$ cat src/rtl/uart_rx.sv
// UART receiver: 8N1, 16x oversampling, 2-flop input synchronizer.
// Define UART_RX_FRAME_ERR_EN to enable the rx_frame_err pulse on a bad stop bit.
module uart_rx #(
  parameter int CLK_FREQ  = 100_000_000,
  parameter int BAUD_RATE = 9600
) (
  input  logic       clk,
  input  logic       rst_n,
  input  logic       rx,
  output logic [7:0] rx_data,
  output logic       rx_valid,
  output logic       rx_busy,
  output logic       rx_frame_err
);

  localparam int OS_DIV = CLK_FREQ / (BAUD_RATE * 16);
  localparam int DIV_W  = (OS_DIV > 1) ? $clog2(OS_DIV) : 1;

  typedef enum logic [1:0] {IDLE, START, DATA, STOP} state_t;

  state_t            state, state_nx;
  logic              rx_meta, rx_s;
  logic [DIV_W-1:0]  div_cnt;
  logic              tick;
  logic [3:0]        tick_cnt;
  logic [2:0]        bit_cnt;
  logic [7:0]        shift;
  logic              stop_hold;
  logic [1:0]        settle;
  logic              armed;
  logic              start_go, shift_en, ld_byte, bad_stop;

  // Synchronizer idles high so reset never looks like a start bit.
  always_ff @(posedge clk) begin
    if (!rst_n) begin
      rx_meta <= 1'b1;
      rx_s    <= 1'b1;
    end else begin
      rx_meta <= rx;
      rx_s    <= rx_meta;
    end
  end

  // A start needs a genuine high-to-low edge: after reset, wait for the
  // synchronizer to flush and the line to be seen high before arming.
  always_ff @(posedge clk) begin
    if (!rst_n) begin
      settle <= 2'd0;
      armed  <= 1'b0;
    end else begin
      if (!settle[1]) settle <= settle + 2'd1;
      if (state == IDLE && settle[1] && rx_s) armed <= 1'b1;
    end
  end

  assign tick = (div_cnt == DIV_W'(OS_DIV - 1));

  always_ff @(posedge clk) begin
    if (!rst_n)                  div_cnt <= '0;
    else if (start_go || tick)   div_cnt <= '0;
    else                         div_cnt <= div_cnt + DIV_W'(1);
  end

  always_ff @(posedge clk) begin
    if (!rst_n) state <= IDLE;
    else        state <= state_nx;
  end

  always_comb begin
    state_nx = state;
    start_go = 1'b0;
    shift_en = 1'b0;
    ld_byte  = 1'b0;
    bad_stop = 1'b0;
    case (state)
      IDLE: begin
        if (armed && !rx_s) begin
          state_nx = START;
          start_go = 1'b1;
        end
      end
      START: begin
        if (tick && tick_cnt == 4'd7) state_nx = rx_s ? IDLE : DATA;
      end
      DATA: begin
        if (tick && tick_cnt == 4'd15) begin
          shift_en = 1'b1;
          if (bit_cnt == 3'd7) state_nx = STOP;
        end
      end
      STOP: begin
        // After a bad stop bit, park here until the line returns high.
        if (stop_hold) begin
          if (rx_s) state_nx = IDLE;
        end else if (tick && tick_cnt == 4'd15) begin
          if (rx_s) begin
            ld_byte  = 1'b1;
            state_nx = IDLE;
          end else begin
            bad_stop = 1'b1;
          end
        end
      end
      default: state_nx = IDLE;
    endcase
  end

  // Tick and bit counters restart on every state change; tick_cnt wraps
  // mod 16 between data bits.
  always_ff @(posedge clk) begin
    if (!rst_n) begin
      tick_cnt <= 4'd0;
      bit_cnt  <= 3'd0;
    end else if (state_nx != state) begin
      tick_cnt <= 4'd0;
      bit_cnt  <= 3'd0;
    end else begin
      if (tick && state != IDLE) tick_cnt <= tick_cnt + 4'd1;
      if (shift_en)              bit_cnt  <= bit_cnt + 3'd1;
    end
  end

  always_ff @(posedge clk) begin
    if (!rst_n) begin
      shift     <= 8'h00;
      stop_hold <= 1'b0;
    end else begin
      if (shift_en)              shift <= {rx_s, shift[7:1]};
      if (bad_stop)              stop_hold <= 1'b1;
      else if (state_nx != STOP) stop_hold <= 1'b0;
    end
  end

  always_ff @(posedge clk) begin
    if (!rst_n) begin
      rx_data  <= 8'h00;
      rx_valid <= 1'b0;
    end else begin
      rx_valid <= ld_byte;
      if (ld_byte) rx_data <= shift;
    end
  end

`ifdef UART_RX_FRAME_ERR_EN
  always_ff @(posedge clk) begin
    if (!rst_n) rx_frame_err <= 1'b0;
    else        rx_frame_err <= bad_stop;
  end
`else
  assign rx_frame_err = 1'b0;
`endif

  assign rx_busy = (state != IDLE);

endmodule

$ cat config.mk
export PLATFORM = sky130hd
export DESIGN_NAME = uart_rx
export DESIGN_NICKNAME = d
export VERILOG_FILES = /design/src/rtl/uart_rx.sv
export SDC_FILE = /design/constraint.sdc
export NUM_CORES = 1
export LEC_CHECK = 0
export BUFFER_PORTS_ARGS = -buffer_cell sky130_fd_sc_hd__clkbuf_2
export CAP_MARGIN = 20
export CORE_ASPECT_RATIO = 0.75
export CORE_MARGIN = 1
export CORE_UTILIZATION = 62
export CTS_CLUSTER_DIAMETER = 100
export CTS_CLUSTER_SIZE = 28
export DETAILED_ROUTE_END_ITERATION = 8
export PLACE_DENSITY = 0.88
export SYNTH_ARGS = -nofsm -noshare
export SYNTH_HDL_FRONTEND = slang
export SYNTH_SLANG_ARGS = --single-unit
$ cat constraint.sdc
create_clock -name clk -period 4.08 [get_ports clk]
set_input_delay 0.816 -clock clk [delete_from_list [all_inputs] [get_ports clk]]
set_output_delay 0.816 -clock clk [all_outputs]
set_load 0.02 [all_outputs]
======== After elaboration in Yosys (flattened, before gate mapping) ========
Index checks and enable logic that the tools add are counted.
storage, ports and cells
  bits in registers ....................... 42
  input port bits ......................... 3
  word-level logic and storage cells ...... 64
operators by class
  bitwise gates (word level) .............. 1
  muxes and demuxes ....................... 24
  reduce and logical (&&, ||, !) cells .... 13
  add/subtract/negate cells ............... 4
  equal/unequal tests ..................... 9
operators with widths
  kind                   number
  $mux 2                 9
  $mux 1                 14
  $add 10x1->10 const B  1
  $eq 10x10->1 const B   1
  $pmux 2 s4             1
  $logic_and 1x1->1      6
  $add 4x1->4 const B    1
  $eq 2x2->1 const B     2
  $eq 4x3->1 const B     1
  $eq 4x4->1 const B     1
  $reduce_bool 2->1      2
  $reduce_or 2->1        2
  $add 3x1->3 const B    1
  $eq 3x3->1 const B     1
  $add 2x1->2 const B    1
  $eq 2x1->1 const B     1
  $logic_not 2->1        1
  $ne 2x2->1             1
  $ne 2x2->1 const B     1
  $logic_not 1->1        1
  $logic_or 1x1->1       1
  $not 1->1              1

======== Depth between registers and ports, before layout ========
  depth in word-level cells ............... 8
  depth in mapped cells ................... 9
  mapped depth without buffers ............ 8

======== Least setup slack after synthesis ========
Ideal clock, no wire load.
  kind .................................... flip-flop to flip-flop
  start point ............................. register div_cnt[2]
  end point ............................... register rx_data[0]
  required time ........................... 3.964 ns
  cell stages (with the launch flop) ...... 7
  setup slack ............................. 2.036 ns
  path buffers ............................ 0
  arrival ................................. 1.928 ns
  cells stage by stage .................... dfxtp_1 -> or4_4 -> nor4_2 -> nand3_2 -> nor3_4 -> mux2i_1 -> nor2b_1
on the way
  cells in the longest elaborated chain, start to end .. 5
ends and longest elaborated chain
  what                      RTL line  text
  start: declaration        23        logic [DIV_W-1:0] div_cnt;
  start signal: assignment  61        else div_cnt <= div_cnt + DIV_W'(1);
  $eq 10x10->1              56        assign tick = (div_cnt == DIV_W'(OS_DIV - 1));
  $logic_and 1x1->1         95        end else if (tick && tick_cnt == 4'd15) begin
  $mux 1                    95
  $mux 1                    93        if (stop_hold) begin
  $mux 1                    75        case (state)
  end signal: assignment    140       if (ld_byte) rx_data <= shift;
  end: declaration          10        output logic [7:0] rx_data,
No other way between the ends.
A chain may end at the register's enable or synchronous reset.

======== Worst setup path in the final report ========
  start point ............................. register div_cnt[2]
  end point ............................... register state[0]
on the way
  cells in the longest elaborated chain, start to end .. 5
  elaborated cells between the ends (all ways) .. 8
  those cells by class .................... eq/ne (1); mux (5); reduce/logical (2)
ends and longest elaborated chain
  what                    RTL line  text
  $eq 10x10->1 (*)        56
  $logic_and 1x1->1       86, 95
  $mux 2                  95
  $mux 2                  93
  $pmux 2 s4 (*)          75
  end signal: assignment  66        else state <= state_nx;
  end: declaration        21        state_t state, state_nx;
Every way passes the cells marked *; elsewhere a longest branch is shown, timed or not.

==> out/qor.txt <==
n_diodes -> 0
P per Cell Area -> 375 nW/um^2
Largest delay share family, worst path -> simple AND/OR/NAND/NOR gates
Final period util -> 55.7%
CTS Buf Count -> 5
TritonCTS clock tree -> yes
Final min period -> 2.27 ns
DR WL/cell -> 12.7 um
cell taking the most area after synthesis -> dfxtp_1
flop and latch count out of synthesis -> 42
crit path DAT -> 2.46 ns
Final Hold Vio Count -> 0
Nets -> 211
I/O Pins -> 14
die area -> 3070 um^2
Slew @ Worst Pin -> 0.536 ns
Comb pwr share -> 4.0%
cells along the critical path -> or4_4, nor4_1, o21ai_1, a311o_1, and2_1
drt total wl -> 3050 um
critical path class -> register to register
Routed Antenna Nets -> 0
max-cap viol count -> 0
HP Class -> register to register
root buffer cell -> clkbuf_8
post-route setup TNS -> 0 ns
Setup-failing EPs final -> 0
Slew Viols, Final -> 0
ranking of synthesized cells by area -> dfxtp_1, nand2_1, mux2i_1
Starting Density -> 66.4%
dpl hpwl -> 2270 um
Clock Power Share -> 37.0%
die height -> 48.2 um
global-route wire length before repair -> 5020 um
area growth from synthesis to final layout -> 9.35%
routed via count -> 1300
most common cell after layout, fill and taps aside -> dfxtp_1
Net Sw Power -> 156 uW
crit-path max cell delay -> 0.58 ns
Std-Cell Rows -> 16
hold buffers post-CTS -> 0
H-Tree Depth -> 2
Max FO, Critical Path -> 5
dominant synthesized flop cell -> dfxtp_1
Max-slew headroom -> 63.9%
Reg clk slew, reported paths -> 0.08 ns
GPL Wtd Cong -> 0.826
slowest cell on the critical path -> or4_4
fraction of registers with async set/reset -> 0%
Core Region -> 2660 um^2
CP Launch Type -> register
Skew-Pair Late Insertion Delay -> 0.29 ns
die width -> 63.6 um
switch share -> 21.5%
initial antenna violation count -> 0
Final Util -> 72.6%
syn nets -> 200
Pint -> 569 uW
RSZ-0062 raised after global routing -> no
share of layout cells above drive strength 1 -> 13.2%
Max clock buf depth -> 2
vias in the first global route -> 1128
total gr overflow -> 0
input/output buffers -> 12
setup repair bufs after CTS -> 0
routed vias/inst -> 5.42
largest net degree at the start of global routing -> 29
Final Skew -> 0.00643 ns
LEAKAGE -> 0.695 nW
DR iter-0 viols -> 41
area of the mapped netlist -> 1770 um^2
EDFF count, synth -> 0
Peak VDD IR -> 0.306 mV
Post-CTS Resized -> 0
Unique masters post-synth -> 39
average cell area after synthesis -> 9.20 um^2
DRT Pass-1 Iters -> 4
CTS Sinks -> 42
yosys warns -> 0
Total GRT Usage -> 21.8%
most frequent cells in the layout -> dfxtp_1, nand2_1, nor2_1, clkbuf_2, nor2b_1
Buf+Inv Stages, Crit Path -> 0
DRC -> 0
Syn Inst Count -> 192
Req. time, crit path -> 4.26 ns
CP Capture Type -> register
Reg power frac -> 59.0%
status -> completed
share of the yosys chip area belonging to registers -> 47.6%
Fmax -> 440 MHz
Yosys top cell area share -> 47.6%
kinds of logic after synthesis:
| group | after synthesis | synth area share, % |
|---|---|---|
| flops | 42 | 47.6 |
| mux | 9 | 5.10 |
| xor+xnor | 13 | 6.44 |
| compound gates | 18 | 7.01 |
| fa+ha+maj | 5 | 3.54 |
| other cells | 1 | 0.212 |
| buf+inv | 10 | 2.41 |
| simple gates | 94 | 27.7 |
registers in the layout, indices dropped and copies added, names as in the netlist:
name and flops:
armed 1, bit_cnt 3, div_cnt 10, rx_data 8, rx_meta 1, rx_s 1
rx_valid 1, settle 2, shift 8, state 2, stop_hold 1, tick_cnt 4
power by group through the flow:
stage	Combinational, mW	Sequential, mW	Clock (mW)
finish	0.0290	0.427	0.269
floorplan	0.0263	0.434	0
global route	0.0326	0.428	0.296
detailed placement	0.0292	0.437	0
global placement	0.0281	0.436	0
CTS	0.0296	0.428	0.275
stage by stage:
| stage | std cells | hold slack [ns] | setup WS, ns | instance area, um^2 | total power, mW |
|---|---|---|---|---|---|
| after floorplan | 192 | 0.386 | 2.04 | 1770 | 0.461 |
| after global placement | 232 | 0.391 | 1.91 | 1840 | 0.464 |
| after detailed placement | 232 | 0.406 | 1.82 | 1840 | 0.466 |
| after CTS | 240 | 0.425 | 1.81 | 1930 | 0.733 |
| after global routing | 240 | 0.433 | 1.66 | 1930 | 0.757 |
| final | 240 | 0.417 | 1.81 | 1930 | 0.725 |
cell type report:
cell class | count | area [um^2]
multi-input combinational | 140 | 883
sequential | 42 | 841
fill | 184 | 731
clock buffer | 6 | 82.6
timing repair buffer | 12 | 60.1
tap | 36 | 45.0
clock inverter | 2 | 12.5
inverter | 2 | 7.51
Yosys cell counts (all sizes together), types with 2 or more instances:
library cell	number
mux2i	9
a21oi	2
or3	2
clkbuf	6
nor2	22
o21ai	3
nor2b	10
nand2	29
buf	2
nand4	2
nor3	2
nand4b	2
xor2	8
dfxtp	42
inv	2
nor4	4
a21boi	8
nand3	10
ha	5
nand2b	5
xnor2	5
and2	2
final timing paths:
kind / from / to / slack, ns / cells after the start
max: div_cnt[2]$_SDFF_PP0_ / state[0]$_SDFF_PN0_ / 1.81 / 5
min: rx_meta$_SDFF_PN1_ / rx_s$_SDFF_PN1_ / 0.42 / 1
max reg2reg: div_cnt[2]$_SDFF_PP0_ / state[0]$_SDFF_PN0_ / 1.81 / 5
min reg2reg: rx_meta$_SDFF_PN1_ / rx_s$_SDFF_PN1_ / 0.42 / 1
layer usage:
metal  global-route usage, %  share of wire [%]  wire length, um  up-vias
met1                    27.9                 47             1440      602
met5                       0                  0                0        -
met3                    6.54                4.1              125        5
met2                    35.5                 47             1450       31
met4                    9.09                1.1               34        0
li1                        -                  -                -      662
No activity file was read; power rests on OpenSTA's default activity.
